==> src/rtl/challenge_responder_if.sv <==
// Bundle of the challenge, key and response handshake signals of the
// key-confirmation responder. The slave modport is the responder itself;
// the master modport is the side that drives challenges, keys and the
// downstream ready.
interface challenge_responder_if #(
  parameter int N_W   = 32,
  parameter int KEY_W = 4
);
  logic [N_W-1:0]   chal_i;
  logic             chal_valid_i;
  logic             chal_ready_o;
  logic [KEY_W-1:0] key_i;
  logic             key_valid_i;
  logic [KEY_W-1:0] resp_o;
  logic             resp_valid_o;
  logic             resp_ready_i;
  logic             resp_last_o;
  logic             done_o;
  logic             busy_o;
  logic             err_o;

  modport slave (
    input  chal_i, chal_valid_i, key_i, key_valid_i, resp_ready_i,
    output chal_ready_o, resp_o, resp_valid_o, resp_last_o, done_o, busy_o, err_o
  );

  modport master (
    output chal_i, chal_valid_i, key_i, key_valid_i, resp_ready_i,
    input  chal_ready_o, resp_o, resp_valid_o, resp_last_o, done_o, busy_o, err_o
  );
endinterface

==> src/rtl/challenge_responder.sv <==
// Responder side of the post-DH key-confirmation handshake. Captures a
// challenge nonce, waits for the shared key, then streams the nonce back
// LSB chunk first, each KEY_W-bit chunk XORed with the key.
// Optional build macro RESP_TIMEOUT_EN: abort WAIT_KEY after TIMEOUT_CYC
// cycles without a key and raise the sticky err_o flag.
module challenge_responder #(
  parameter int N_W         = 32,
  parameter int KEY_W       = 4,
  parameter int TIMEOUT_CYC = 255
) (
  input logic clk,
  input logic rst,
  challenge_responder_if.slave bus
);
  localparam int BEATS = N_W / KEY_W;
  localparam int CNT_W = (BEATS > 1) ? $clog2(BEATS) : 1;
  localparam logic [CNT_W-1:0] LAST_IDX = CNT_W'(BEATS - 1);

  typedef enum logic [1:0] {IDLE, WAIT_KEY, SEND, DONE} state_t;

  state_t           state_reg, state_next;
  logic [N_W-1:0]   chal_reg, chal_next;
  logic [KEY_W-1:0] key_reg, key_next;
  logic [KEY_W-1:0] resp_reg, resp_next;
  logic [CNT_W-1:0] cnt_reg, cnt_next;
  logic [CNT_W-1:0] cnt_inc;
  logic             valid_reg, valid_next;
  logic             last_reg, last_next;
`ifdef RESP_TIMEOUT_EN
  localparam int TMO_W = $clog2(TIMEOUT_CYC + 1);
  logic [TMO_W-1:0] tmo_reg, tmo_next;
  logic             err_reg, err_next;
`endif

  // Nonce chunk n, counted from the least significant end.
  function automatic logic [KEY_W-1:0] chunk(input logic [N_W-1:0] c,
                                             input logic [CNT_W-1:0] n);
    return c[32'(n) * KEY_W +: KEY_W];
  endfunction

  assign cnt_inc = cnt_reg + CNT_W'(1);

  // State and datapath registers; async active-low reset aborts any transfer.
  always_ff @(posedge clk or negedge rst) begin
    if (!rst) begin
      state_reg <= IDLE;
      chal_reg  <= '0;
      key_reg   <= '0;
      resp_reg  <= '0;
      cnt_reg   <= '0;
      valid_reg <= 1'b0;
      last_reg  <= 1'b0;
`ifdef RESP_TIMEOUT_EN
      tmo_reg   <= '0;
      err_reg   <= 1'b0;
`endif
    end else begin
      state_reg <= state_next;
      chal_reg  <= chal_next;
      key_reg   <= key_next;
      resp_reg  <= resp_next;
      cnt_reg   <= cnt_next;
      valid_reg <= valid_next;
      last_reg  <= last_next;
`ifdef RESP_TIMEOUT_EN
      tmo_reg   <= tmo_next;
      err_reg   <= err_next;
`endif
    end
  end

  // Next-state logic; the next beat is precomputed so resp_o is always a register.
  always_comb begin
    state_next = state_reg;
    chal_next  = chal_reg;
    key_next   = key_reg;
    resp_next  = resp_reg;
    cnt_next   = cnt_reg;
    valid_next = valid_reg;
    last_next  = last_reg;
`ifdef RESP_TIMEOUT_EN
    tmo_next   = tmo_reg;
    err_next   = err_reg;
`endif
    case (state_reg)
      IDLE: begin
        if (bus.chal_valid_i) begin
          chal_next  = bus.chal_i;
          cnt_next   = '0;
          state_next = WAIT_KEY;
`ifdef RESP_TIMEOUT_EN
          tmo_next   = '0;
          err_next   = 1'b0;
`endif
        end
      end
      WAIT_KEY: begin
        if (bus.key_valid_i) begin
          key_next   = bus.key_i;
          resp_next  = chal_reg[KEY_W-1:0] ^ bus.key_i;
          valid_next = 1'b1;
          last_next  = (BEATS == 1);
          state_next = SEND;
`ifdef RESP_TIMEOUT_EN
        end else if (tmo_reg == TMO_W'(TIMEOUT_CYC - 1)) begin
          err_next   = 1'b1;
          state_next = IDLE;
        end else begin
          tmo_next   = tmo_reg + TMO_W'(1);
`endif
        end
      end
      SEND: begin
        if (bus.resp_ready_i) begin
          if (last_reg) begin
            valid_next = 1'b0;
            last_next  = 1'b0;
            resp_next  = '0;
            state_next = DONE;
          end else begin
            cnt_next  = cnt_inc;
            resp_next = chunk(chal_reg, cnt_inc) ^ key_reg;
            last_next = (cnt_inc == LAST_IDX);
          end
        end
      end
      DONE: begin
        state_next = IDLE;
      end
      default: begin
        state_next = IDLE;
      end
    endcase
  end

  assign bus.chal_ready_o = (state_reg == IDLE);
  assign bus.busy_o       = (state_reg != IDLE);
  assign bus.done_o       = (state_reg == DONE);
  assign bus.resp_o       = resp_reg;
  assign bus.resp_valid_o = valid_reg;
  assign bus.resp_last_o  = last_reg;
`ifdef RESP_TIMEOUT_EN
  assign bus.err_o        = err_reg;
`else
  assign bus.err_o        = 1'b0;
`endif
endmodule

==> src/flat_wrapper.sv <==
// flat-port wrapper written by rule: the top's interface ports become plain ports
module challenge_responder_flat 
#(
  parameter int N_W         = 32,
  parameter int KEY_W       = 4,
  parameter int TIMEOUT_CYC = 255
)
  (clk, rst, bus_chal_i, bus_chal_valid_i, bus_key_i, bus_key_valid_i, bus_resp_ready_i, bus_chal_ready_o, bus_resp_o, bus_resp_valid_o, bus_resp_last_o, bus_done_o, bus_busy_o, bus_err_o);
  challenge_responder_if #(.N_W(N_W), .KEY_W(KEY_W)) bus_i ();
  input logic clk;
  input logic rst;
  input wire logic [$bits(bus_i.chal_i)-1:0] bus_chal_i;
  input wire logic [$bits(bus_i.chal_valid_i)-1:0] bus_chal_valid_i;
  input wire logic [$bits(bus_i.key_i)-1:0] bus_key_i;
  input wire logic [$bits(bus_i.key_valid_i)-1:0] bus_key_valid_i;
  input wire logic [$bits(bus_i.resp_ready_i)-1:0] bus_resp_ready_i;
  output wire logic [$bits(bus_i.chal_ready_o)-1:0] bus_chal_ready_o;
  output wire logic [$bits(bus_i.resp_o)-1:0] bus_resp_o;
  output wire logic [$bits(bus_i.resp_valid_o)-1:0] bus_resp_valid_o;
  output wire logic [$bits(bus_i.resp_last_o)-1:0] bus_resp_last_o;
  output wire logic [$bits(bus_i.done_o)-1:0] bus_done_o;
  output wire logic [$bits(bus_i.busy_o)-1:0] bus_busy_o;
  output wire logic [$bits(bus_i.err_o)-1:0] bus_err_o;
  assign bus_i.chal_i = bus_chal_i;
  assign bus_i.chal_valid_i = bus_chal_valid_i;
  assign bus_i.key_i = bus_key_i;
  assign bus_i.key_valid_i = bus_key_valid_i;
  assign bus_i.resp_ready_i = bus_resp_ready_i;
  assign bus_chal_ready_o = bus_i.chal_ready_o;
  assign bus_resp_o = bus_i.resp_o;
  assign bus_resp_valid_o = bus_i.resp_valid_o;
  assign bus_resp_last_o = bus_i.resp_last_o;
  assign bus_done_o = bus_i.done_o;
  assign bus_busy_o = bus_i.busy_o;
  assign bus_err_o = bus_i.err_o;
  challenge_responder #(.N_W(N_W), .KEY_W(KEY_W), .TIMEOUT_CYC(TIMEOUT_CYC)) u_core (.clk(clk), .rst(rst), .bus(bus_i));
endmodule
==> config.mk <==
export PLATFORM = sky130hd
export DESIGN_NAME = challenge_responder_flat
export DESIGN_NICKNAME = d
export VERILOG_FILES = /design/src/rtl/challenge_responder_if.sv /design/src/rtl/challenge_responder.sv /design/src/flat_wrapper.sv
export SDC_FILE = /design/constraint.sdc
export NUM_CORES = 1
export LEC_CHECK = 0
export CAP_MARGIN = 25
export CORE_ASPECT_RATIO = 0.7
export CORE_MARGIN = 2
export CORE_UTILIZATION = 25
export CTS_CLUSTER_DIAMETER = 80
export CTS_CLUSTER_SIZE = 10
export DETAILED_ROUTE_END_ITERATION = 6
export SETUP_SLACK_MARGIN = 0.05
export SYNTH_ARGS = -nofsm -noshare
export SYNTH_HDL_FRONTEND = slang
export SYNTH_SLANG_ARGS = --single-unit
==> constraint.sdc <==
create_clock -name clk -period 5.3 [get_ports clk]
set_input_delay 0.795 -clock clk [delete_from_list [all_inputs] [get_ports clk]]
set_output_delay 0.795 -clock clk [all_outputs]
set_load 0.005 [all_outputs]
## Word-level counts from Yosys, hierarchy flattened

Index checks and enable logic that the tools add are counted.

- Memory bits (writable): 0
- Logic and storage cells: 51
- Memories kept: 0
- Bits in read-only memories: 0
- Bits in latches: 0
- Register bits: 47
- Output and inout port bits: 10
- Input bits: 41

- Order comparisons: 0
- Shift-type cells: 1
- Multiply operators: 0
- Add/sub/neg operators: 1
- Equal/unequal tests: 9
- Reduce and logical (&&, ||, !) cells: 10
- Bitwise operators: 2
- Muxes and demuxes: 21
- Div/mod/pow operators: 0

Operators by type and width:

| operator | number |
|---|---|
| $shiftx 32x6->4 | 1 |
| $mux 4 | 3 |
| $reduce_and 4->1 | 3 |
| $mux 3 | 3 |
| $mux 2 | 4 |
| $ne 2x2->1 const B | 4 |
| $pmux 2 s4 | 1 |
| $pmux 4 s2 | 1 |
| $xor 4x4->4 | 2 |
| $mux 1 | 6 |
| $pmux 3 s2 | 1 |
| $reduce_bool 2->1 | 3 |
| $eq 2x2->1 const B | 2 |
| $pmux 1 s2 | 2 |
| $reduce_and 2->1 | 2 |
| $add 3x1->3 const B | 1 |
| $eq 3x3->1 const B | 1 |
| $reduce_and 3->1 | 1 |
| $eq 2x1->1 const B | 1 |
| $logic_not 2->1 | 1 |
| $ne 2x1->1 const B | 1 |

## Logic depth before layout (Yosys ltp)

- Depth in word-level cells: 6
- Depth in mapped cells: 8
- Gate-level depth less buffers: 6

## Least setup slack after synthesis

No wires, ideal clock.

- Path kind: register -> register
- Start point: reg u_core.cnt_reg[0]
- End point: reg u_core.resp_reg[0] (netlist: u_core.bus.resp_o[0])
- Arrival time: 1840 ps
- Data required time: 5176 ps
- Path buffers: 2
- Cell stages (with the launch flop): 9
- Clock period less this slack: 1964 ps
- Library setup time: 124 ps
- Slack: 3336 ps
- Cells stage by stage: dfrtp_1 buf_6 inv_1 ha_1 clkbuf_1 mux4_2 mux2i_1 xor2_1 o21ai_1

- Cells in the longest elaborated chain, start to end: 6

Ends and longest elaborated chain:

| element | line | source |
|---|---|---|
| from (decl) | challenge_responder.sv:25 | `logic [CNT_W-1:0] cnt_reg, cnt_next;` |
| from (signal assigned) | challenge_responder.sv:62 | `cnt_reg <= cnt_next;` |
| $add 3x1->3 | challenge_responder.sv:41 | `assign cnt_inc = cnt_reg + CNT_W'(1);` |
| $shiftx 32x6->4 | challenge_responder.sv:38 | `return c[32'(n) * KEY_W +: KEY_W];` |
| $xor 4x4->4 | challenge_responder.sv:122 | `resp_next = chunk(chal_reg, cnt_inc) ^ key_reg;` |
| $mux 4 | challenge_responder.sv:115 | `if (last_reg) begin` |
| $mux 4 | challenge_responder.sv:114 | `if (bus.resp_ready_i) begin` |
| $pmux 4 s2 | challenge_responder.sv:85 | `case (state_reg)` |
| to (signal assigned) | challenge_responder.sv:61 | `resp_reg <= resp_next;` |
| to (decl) | challenge_responder.sv:24 | `logic [KEY_W-1:0] resp_reg, resp_next;` |

Every way passes these cells. The select of a mux whose other input is x is not followed.
A chain may end at the register's enable or synchronous reset.

## Worst setup path after layout

- Start point: reg u_core.state_reg[0]
- End point: out bus_busy_o

- Cells in the longest elaborated chain, start to end: 1

Ends and longest elaborated chain:

| element | line | source |
|---|---|---|
| from (decl) | challenge_responder.sv:21 | `state_t state_reg, state_next;` |
| from (signal assigned) | challenge_responder.sv:58 | `state_reg <= state_next;` |
| $reduce_bool 2->1 | challenge_responder.sv:137 | `assign bus.busy_o = (state_reg != IDLE);` |
| to (decl) | flat_wrapper.sv:22 | `output wire logic [$bits(bus_i.busy_o)-1:0] bus_busy_o;` |

Every way passes these cells.

==> impl_metrics.json <==
{
  "fin_skew_ns": 0.004149,
  "switchingPower_mw": 0.5810,
  "cp_cell_sequence": "inv_1, ha_1, inv_1, clkdlybuf4s50_1",
  "yosys_register_bits": 47,
  "timing.rr.end": "u_core.bus.resp_o[2]",
  "drt_pre_antenna_iters": 4,
  "layout.cells.most_common": "clkdlybuf4s50_1",
  "tritoncts_num_sinks": 47,
  "power.density_cell_area_nw_per_um2": 597.8,
  "end_kind": "output pin",
  "layout.cells.most_common_list": "clkdlybuf4s50_1, dfrtp_1, mux2_2",
  "drc": 0,
  "maximum_root_to_sink_buffer_count": 2,
  "hold_fix_buffers_cts": 0,
  "synth.mux.area_fraction_pct": 29.05,
  "synth_area_leaders": "dfrtp_1, mux2_2, mux4_2",
  "synthesis.nets": 216,
  "core_sq_um": 9035,
  "gp_congestion": 0.7223,
  "critical_path.startpoint_type": "flop",
  "ports_placed_on_the_boundary": 51,
  "power.total_mw": 1.867,
  "avgSynthCellArea_sq_um": 13.74,
  "grt.total_usage_pct": 10.30,
  "worst_setup_hold_path_clk_slew_ns": 0.07,
  "timing.final.setup_violations": 0,
  "synth.largest_area_cell": "dfrtp_1",
  "synth.top_cell.area_share_pct": 50.95,
  "first_pass_grt_wire_length_mm": 7.900,
  "max-vdd-ir-drop_v": 0.0001914,
  "yosys_warnings": 0,
  "root_buffer": "clkbuf_16",
  "tns_setup_ns": 0,
  "worst_path_most_repeated_cell": "inv_1",
  "critical_path_required_ns": 4.51,
  "r2r_slack_ns": 3.04,
  "cts_tree": "built",
  "cts-resized-gates": 0,
  "combinational_family_with_the_most_area_after_synthesis": "multiplexers",
  "timing.slew.headroom_pct": 60.08,
  "post-route-min-period_ns": 2.507,
  "post_synth_xor_area_fraction_pct": 3.740,
  "power.share.sequential_pct": 36.0,
  "worst-r2r-cell-count": 6,
  "route.vias.total": 1460,
  "die_wd_microns": 118.9,
  "post-dp-hpwl_mm": 3.613,
  "antenna_found_initial": 0,
  "cp_max_fo": 5,
  "area_fraction_in_and_or_nand_and_nor_cells_after_synthesis_pct": 4.499,
  "layout_net_count": 266,
  "synth_compound_gate_area_share_pct": 4.824,
  "floorplan.die_area_sq_um": 10030,
  "netlist_area_sq_um": 2308,
  "critPathArrivalTime_ns": 1.71,
  "final_max_slew_viol_count": 0,
  "stdcell_area_sq_um": 3123,
  "outcome": "completed",
  "initial_utilization_pct": 25.55,
  "diodes": 0,
  "placement_rows": 29,
  "timing.rr.start": "u_core.cnt_reg[0]",
  "drive_above_1_share_pct": 26.03,
  "setup_slack_of_the_critical_path_after_layout_ns": 2.793,
  "cts_made_buffers": 5,
  "netlist-cell-type-count": 33,
  "chipHeight_microns": 84.40,
  "cap_viol_max_count": 0,
  "post_synth_fa_ha_maj_area_fraction_pct": 3.794,
  "static-leakage-power_nw": 1.291,
  "grt_start_max_net_pins": 33,
  "route.final.wire_length_mm": 4.858,
  "timing.critical_path.slowest_stage_cell": "clkdlybuf4s50_1",
  "worst_hold_path_type": "primary input to async pin",
  "h_tree_levels": 2,
  "period_share_pct": 47.31,
  "postRouteAntennaNets": 0,
  "grt_pass1_vias": 1521,
  "post_drt_via_cell_ratio": 4.257,
  "postSynthCellCount": 168,
  "crit_path_max_incr_delay_ns": 0.51,
  "p_int_mw": 1.286,
  "dpl-instance-area_sq_um": 2930,
  "power_frac_clock_pct": 21.9,
  "preCtsSetupSlack_ns": 2.965,
  "worstSkewPairLatency_ns": 0.29,
  "power_switching_share_pct": 31.12,
  "io_buffer_count": 49,
  "timing_worst_slew_pin_value_ns": 0.5988,
  "post-cts-setup-buffers": 0,
  "syn_to_final_growth_pct": 35.28,
  "comb_power_share_pct": 42.1,
  "synth_sequential_area_ratio_pct": 50.95,
  "avgRoutedWirePerCell_microns": 14.16,
  "largest_reg_flops": 32,
  "rsz0062_at_grt": "false",
  "finalHoldViolations": 0,
  "grt_remaining_overflow": 0,
  "worstSetupPathType": "flop to output pin",
  "detailedRoute.firstIterationViolations": 58,
  "layout.filler_cells": 903,
  "fmax_ghz": 0.3988
}
## cell type report
| type | count | area [sq um] | area share (%) |
|---|---|---|---|
| Sequential cell | 47 | 1176 | 37.66 |
| Clock buffer | 5 | 125.1 | 4.006 |
| Tap cell | 124 | 155.1 | 4.968 |
| Timing Repair Buffer | 51 | 513.0 | 16.43 |
| Multi-Input combinational cell | 107 | 1064 | 34.05 |
| Clock inverter | 3 | 67.56 | 2.163 |
| Inverter | 6 | 22.52 | 0.7212 |
## cell usage after synthesis (all sizes together)
cell    instances
dfrtp          47
mux2           37
mux4            8
ha              7
mux2i           7
o21ai           7
buf             6
inv             6
nor2            6
xor2            5
nand2           4
nand2b          4
xnor2           4
a21oi           3
clkbuf          2
nand3           2
o32a            2
a221oi          1
a311oi          1
a31oi           1
and2            1
and3            1
conb            1
nand4           1
nor2b           1
o211a           1
o21bai          1
or2             1
## cells by family (layout without fill, tap and decap cells)
kind of cell / after synthesis / count (layout)
AND/OR/NAND/NOR: 21 / 21
buffers and inverters: 14 / 65
flip-flops: 47 / 47
AO/OA/AOI/OAI: 17 / 17
XOR/XNOR: 9 / 9
adder cells (fa/ha/maj): 7 / 7
other: 1 / 1
multiplexers: 52 / 52
## power groups by stage
stage / sequential (mW) / combinational, mW / clock, mW
floorplan: 0.620 / 0.633 / 0
global placement: 0.684 / 0.772 / 0
detailed placement: 0.683 / 0.794 / 0
CTS: 0.676 / 0.799 / 0.417
global route: 0.701 / 0.862 / 0.432
finish: 0.672 / 0.787 / 0.409
## through the flow
step           hold slack [ns]  utilization [%]  instances
5_1_grt                 0.5090            34.57        343
3_3_place_gp            0.4862            32.21        334
2_1_floorplan           0.4704                -        168
6_report                0.4639            34.57        343
4_1_cts                 0.4789            34.57        343
3_5_place_dp            0.4895            32.43        335
## worst max path at each step
stage	cells past startpoint	startpoint	to	slack, ns
2_1_floorplan	8	u_core.cnt_reg[0]	u_core.bus.resp_o[0]	3.34
6_report	4	u_core.state_reg[0]	bus_busy_o	2.79
5_1_grt	4	u_core.state_reg[0]	bus_busy_o	2.70
3_5_place_dp	6	u_core.cnt_reg[0]	u_core.bus.resp_o[2]	2.97
3_3_place_gp	4	bus_chal_valid_i	u_core.chal_reg[14]	3.06
4_1_cts	4	u_core.state_reg[0]	bus_busy_o	2.77
## worst max-delay path, delay by kind of cell (launching register included)
kind,cells,cell delay (ns)
flops,1,0.40
fa+ha+maj,1,0.29
buf+inv,3,0.74
## routing by layer
layer | part of all wire [%] | global-route usage (%) | up-vias | routed length, microns
li1 | - | - | 695 | -
met1 | 51 | 14.52 | 725 | 2477
met2 | 43 | 14.89 | 35 | 2087
met3 | 4.8 | 3.057 | 5 | 234
met4 | 1.2 | 3.896 | 0 | 59
met5 | 0 | 0 | - | 0
(Power assumes the default switching activity.)
==> RTL edit 1 (same flow settings) <==
Add a define of `RESP_TIMEOUT_EN`.
--- a/src/rtl/challenge_responder.sv
+++ b/src/rtl/challenge_responder.sv
@@ -3,6 +3,8 @@
 // LSB chunk first, each KEY_W-bit chunk XORed with the key.
 // Optional build macro RESP_TIMEOUT_EN: abort WAIT_KEY after TIMEOUT_CYC
 // cycles without a key and raise the sticky err_o flag.
+`define RESP_TIMEOUT_EN
+
 module challenge_responder #(
   parameter int N_W         = 32,
   parameter int KEY_W       = 4,
Function: no difference found for any inputs over 10 cycles, from zero or initial values and one cycle with rst low; that may be too few to reach the edited logic, so the function may still have changed.
==> RTL edit 1 against the original RTL <==
Sequential cell count rose by 9; critical path depth fell by 1; synthesized cell count rose by 67%; register-to-register slack got worse by 0.08 ns; via count rose by 42%; cell count rose by 39%; critical path type unchanged; combinational power fell by 16%; maximum frequency rose by 2.6%; largest power group is now registers; design area rose by 13%; power fell by 6.9%; worst setup slack improved by 0.063 ns; area after synthesis rose by 19%; largest cell class unchanged; critical endpoint is now bus_chal_ready_o; routed wire length rose by 29%.
==> RTL edit 1: results (changes against the original RTL) <==
.. list-table::
   :header-rows: 1

   * - Metric
     - Value
   * - Share of post-route cells with drive strength above 1
     - 0.0701 (-0.190)
   * - Number of filler instances in the final layout
     - 1073 (+19%)
   * - Power Sequential
     - 0.738 mW (+9.8%)
   * - Worst hold slack
     - 0.470 ns (+0.00626 ns)
   * - Total number of vias
     - 2080 (+42%)
   * - Final Skew
     - 0.00642 ns (+0.00227 ns)
   * - Seq pwr share
     - 0.424 (+0.064)
   * - HPWL after DPL
     - 4600 µm (+27%)
   * - Pre-CTS worst setup slack
     - 2.78 ns (-0.189 ns)
   * - Run status
     - finished, final reports clean
   * - Slack of the worst reg-to-reg path
     - 2.96 ns (-0.08 ns)
   * - Net switching power figure
     - 0.622 mW (+7.0%)
   * - # port buffers
     - 50 (+2.0%)
   * - Share of the synthesized area in compound gates (AO/OA/AOI/OAI)
     - 0.0733 (+0.0251)
   * - Biggest fanout along the worst timing path
     - 11 (+6)
   * - Total routed wire length on the met1 layer
     - 3170 µm (+28%)
   * - Met1 routing resource usage after global routing
     - 0.169 (+0.0237)
   * - Met2 Use GR
     - 0.161 (+0.0121)
   * - Inst Count DP
     - 468 (+40%)
   * - Largest cells by area after synthesis
     - dfrtp_1 51%, nand2_1 15%, mux4_1 5.7%
   * - Seq/Total Area, Yosys
     - 0.510 (+0.000765)
   * - Amount of wire on met2 after detailed routing
     - 2690 µm (+29%)
   * - Multi-input logic area
     - 0.00126 mm² (+19%)
   * - End point of the critical path
     - bus_chal_ready_o
   * - Reg2reg end
     - u_core.bus.resp_o[3]
   * - Path class of the lowest-slack min-delay path
     - register to register
   * - Multiplexer share of the synthesized area
     - 0.108 (-0.182)
   * - Global routing usage summed across all routing layers
     - 0.113 (+0.0103)
   * - Part of the power in the clock network
     - 0.196 (-0.023)
   * - Total nets after synthesis
     - 325 (+50%)
   * - Layout Nets
     - 372 (+40%)
   * - DR pass1 iterations
     - 6 (+2)
   * - Arrival @ worst endpoint
     - 1.65 ns (-0.06 ns)
   * - RePlAce Congestion
     - 0.797 (+10%)
   * - Pin count of the biggest net entering global routing
     - 57 (+73%)
   * - Final cell count without fillers
     - 476 (+39%)
   * - Routed wire length
     - 6290 µm (+29%)
   * - Highest ir drop seen on vdd
     - 0.170 mV (-11%)
   * - Xor and xnor area share after synthesis
     - 0.0314 (-0.00596)
   * - Slowest-stage cell, CP
     - dfrtp_1
   * - Fin crit share
     - 0.461 (-0.0118)
## RTL edit 1: cell count changes in the layout (fill, tap and decap cells not counted), moves of 4 or more
cell and delta:
nand2_1 +104, mux2_2 -33, dfrtp_1 +9, nor3_1 +8, a21oi_1 +7, mux4_1 +5
mux4_2 -5, o211ai_1 +5, o21ai_0 +4, or4_1 +4
## RTL edit 1: layout make-up
| type | instances | share of cell area |
|---|---|---|
| flip-flops and latches | 56 | 0.396 |
| inverters | 6 | 0.00636 |
| repair buffers | 53 | 0.146 |
| clock buffers | 5 | 0.0353 |
| clock inverters | 3 | 0.00707 |
| multi-input cells | 205 | 0.357 |
| well taps | 148 | 0.0523 |
## RTL edit 1: logic make-up (layout without fill, tap and decap cells)
family | after synthesis | after routing
AND/OR/NAND/NOR | 142 | 142
flip-flops | 56 | 56
AO/OA/AOI/OAI | 33 | 33
buffers and inverters | 19 | 67
multiplexers | 17 | 17
XOR/XNOR | 9 | 9
adder cells (fa/ha/maj) | 4 | 4
==> RTL edit 2 (same flow settings) <==
Made on the original files. Encoding of `state_t`: now one-hot (4 bits for 4 states).
--- a/src/rtl/challenge_responder.sv
+++ b/src/rtl/challenge_responder.sv
@@ -16,7 +16,7 @@
   localparam int CNT_W = (BEATS > 1) ? $clog2(BEATS) : 1;
   localparam logic [CNT_W-1:0] LAST_IDX = CNT_W'(BEATS - 1);
 
-  typedef enum logic [1:0] {IDLE, WAIT_KEY, SEND, DONE} state_t;
+  typedef enum logic [3:0] {IDLE = 4'b0001, WAIT_KEY = 4'b0010, SEND = 4'b0100, DONE = 4'b1000} state_t;
 
   state_t           state_reg, state_next;
   logic [N_W-1:0]   chal_reg, chal_next;
Check against the original RTL: same outputs for any inputs over 10 cycles, from zero or initial values and one cycle with rst low; not proved beyond that.
==> RTL edit 2 against the original RTL <==
Die area rose by 7.1%; worst setup slack got worse by 0.28 ns; area after synthesis grew 7.4%; via count down 1.9%; sequential cell count grew 2; sequential power increased by 3%; design area up 3.0%; power fell by 12%; utilization down 1.3 points; non-clock buffer count unchanged; clock power shrank 25%; routed wire length increased by 6.4%; maximum frequency down 9.9%; critical path type unchanged; critical endpoint is now bus_chal_ready_o; largest power group is now registers.
==> RTL edit 2: results (changes against the original RTL) <==
.. list-table::
   :header-rows: 1

   * - Metric
     - Value
   * - Routed wire length
     - 5170 µm (+6.4%)
   * - Leakage power
     - 1.40 nW (+8.5%)
   * - Pin slew with the least headroom to its limit
     - 0.746 ns (+0.147 ns)
   * - Instance area at placement
     - 0.00307 mm² (+4.8%)
   * - Arrival @ worst endpoint
     - 1.99 ns (+0.28 ns)
   * - Layout Nets
     - 260 (-2.3%)
   * - Global routing usage summed across all routing layers
     - 0.106 (+0.00285)
   * - Max-Cap Viols
     - 0 (unchanged)
   * - Seq/Total Area, Yosys
     - 0.495 (-0.0145)
   * - Violation count after the first detailed-route iteration
     - 44 (-24%)
   * - Slack of the worst reg-to-reg path
     - 2.96 ns (-0.08 ns)
   * - Total nets after synthesis
     - 209 (-3.2%)
   * - Final Skew
     - 0.00551 ns (+0.00136 ns)
   * - Highest cell delay on the worst timing path
     - 0.57 ns (+0.06 ns)
   * - Clock latency on the worst-skew pair
     - 0.28 ns
   * - Run status
     - finished, final reports clean
   * - Number of buffers on the longest clock path
     - 2 (unchanged)
   * - Global-route wire length before repair
     - 8430 µm (+6.7%)
   * - HPWL after DPL
     - 3820 µm (+5.8%)
   * - DR pass1 iterations
     - 4 (unchanged)
   * - Biggest fanout along the worst timing path
     - 5 (unchanged)
   * - Slowest-stage cell, CP
     - dfstp_2
   * - Cell at the root of the clock tree
     - clkbuf_16
   * - # H-tree levels
     - 2 (unchanged)
   * - Number of filler instances in the final layout
     - 972 (+7.6%)
   * - Routed vias/inst
     - 4.14 (-2.8%)
   * - Via count of the first global-routing pass
     - 1524 (+0.20%)
   * - Synth warn
     - 0 (unchanged)
   * - Largest cells by area after synthesis
     - dfrtp_1 48%, mux2_4 18%, mux4_2 7.3%
   * - Clock transition time at the flip-flop clock pins of the worst setup and hold paths
     - 0.06 ns
   * - RePlAce Congestion
     - 0.747 (+3.4%)
   * - Share of post-route cells with drive strength above 1
     - 0.284 (+0.0241)
   * - Highest ir drop seen on vdd
     - 0.151 mV (-21%)
   * - Library cells used by synthesis
     - 35 (+6.1%)
   * - Top post-synthesis cells by count
     - 48 x dfrtp_1, 30 x mux2_4, 8 x mux2i_1, 8 x mux4_2, 8 x nand2_1
## RTL edit 2: final cells by class
class,count,area share
sequential,49,0.381
multi-input combinational,106,0.361
timing repair buffer,51,0.159
tap,128,0.0498
clock buffer,5,0.0389
clock inverter,3,0.00544
inverter,4,0.00505
## RTL edit 2: metal layers
layer | vias to the layer above | GRT usage | share of wire
met2 | 29 | 0.151 | 0.43
met5 | - | 0 | 0
met3 | 5 | 0.0327 | 0.054
met1 | 699 | 0.154 | 0.50
met4 | 0 | 0.0279 | 0.0087
li1 | 699 | - | -
## RTL edit 2: where the power goes
group          internal, mW  switching (mW)  leakage (nW)
logic                 0.441           0.210         0.744
registers             0.551           0.139         0.588
clock network         0.173           0.133        0.0696
total                  1.16           0.482          1.40
## RTL edit 2: cells by family after synthesis
group,Yosys count,synth area share
AO/OA/AOI/OAI,15,0.0429
XOR/XNOR,11,0.0388
buffers and inverters,11,0.0394
AND/OR/NAND/NOR,25,0.0585
adder cells (fa/ha/maj),2,0.0101
other,1,0.00151
flip-flops,49,0.495
multiplexers,52,0.314
## RTL edit 2: worst paths after layout
check	startpoint	endpoint	cells after the start
min in group clk	u_core.chal_reg[6]	u_core.chal_reg[6]	1
max reg2reg	u_core.cnt_reg[0]	u_core.bus.resp_o[0]	6
min	rst	u_core.chal_reg[15]	1
max in group asynchronous	rst	u_core.chal_reg[16]	2
max	u_core.state_reg[0]	bus_chal_ready_o	3
min reg2reg	u_core.chal_reg[6]	u_core.chal_reg[6]	1
## RTL edit 2: per-stage QoR
stage                util  cells  worst slack (ns)  hold WS [ns]  power [mW]
floorplan               -    166              3.21         0.476        1.17
global placement    0.315    336              2.78         0.504        1.34
detailed placement  0.317    337              2.81         0.488        1.35
CTS                 0.332    345              2.50         0.487        1.67
global route        0.332    346              2.45         0.507        1.76
finish              0.332    346              2.52         0.477        1.65
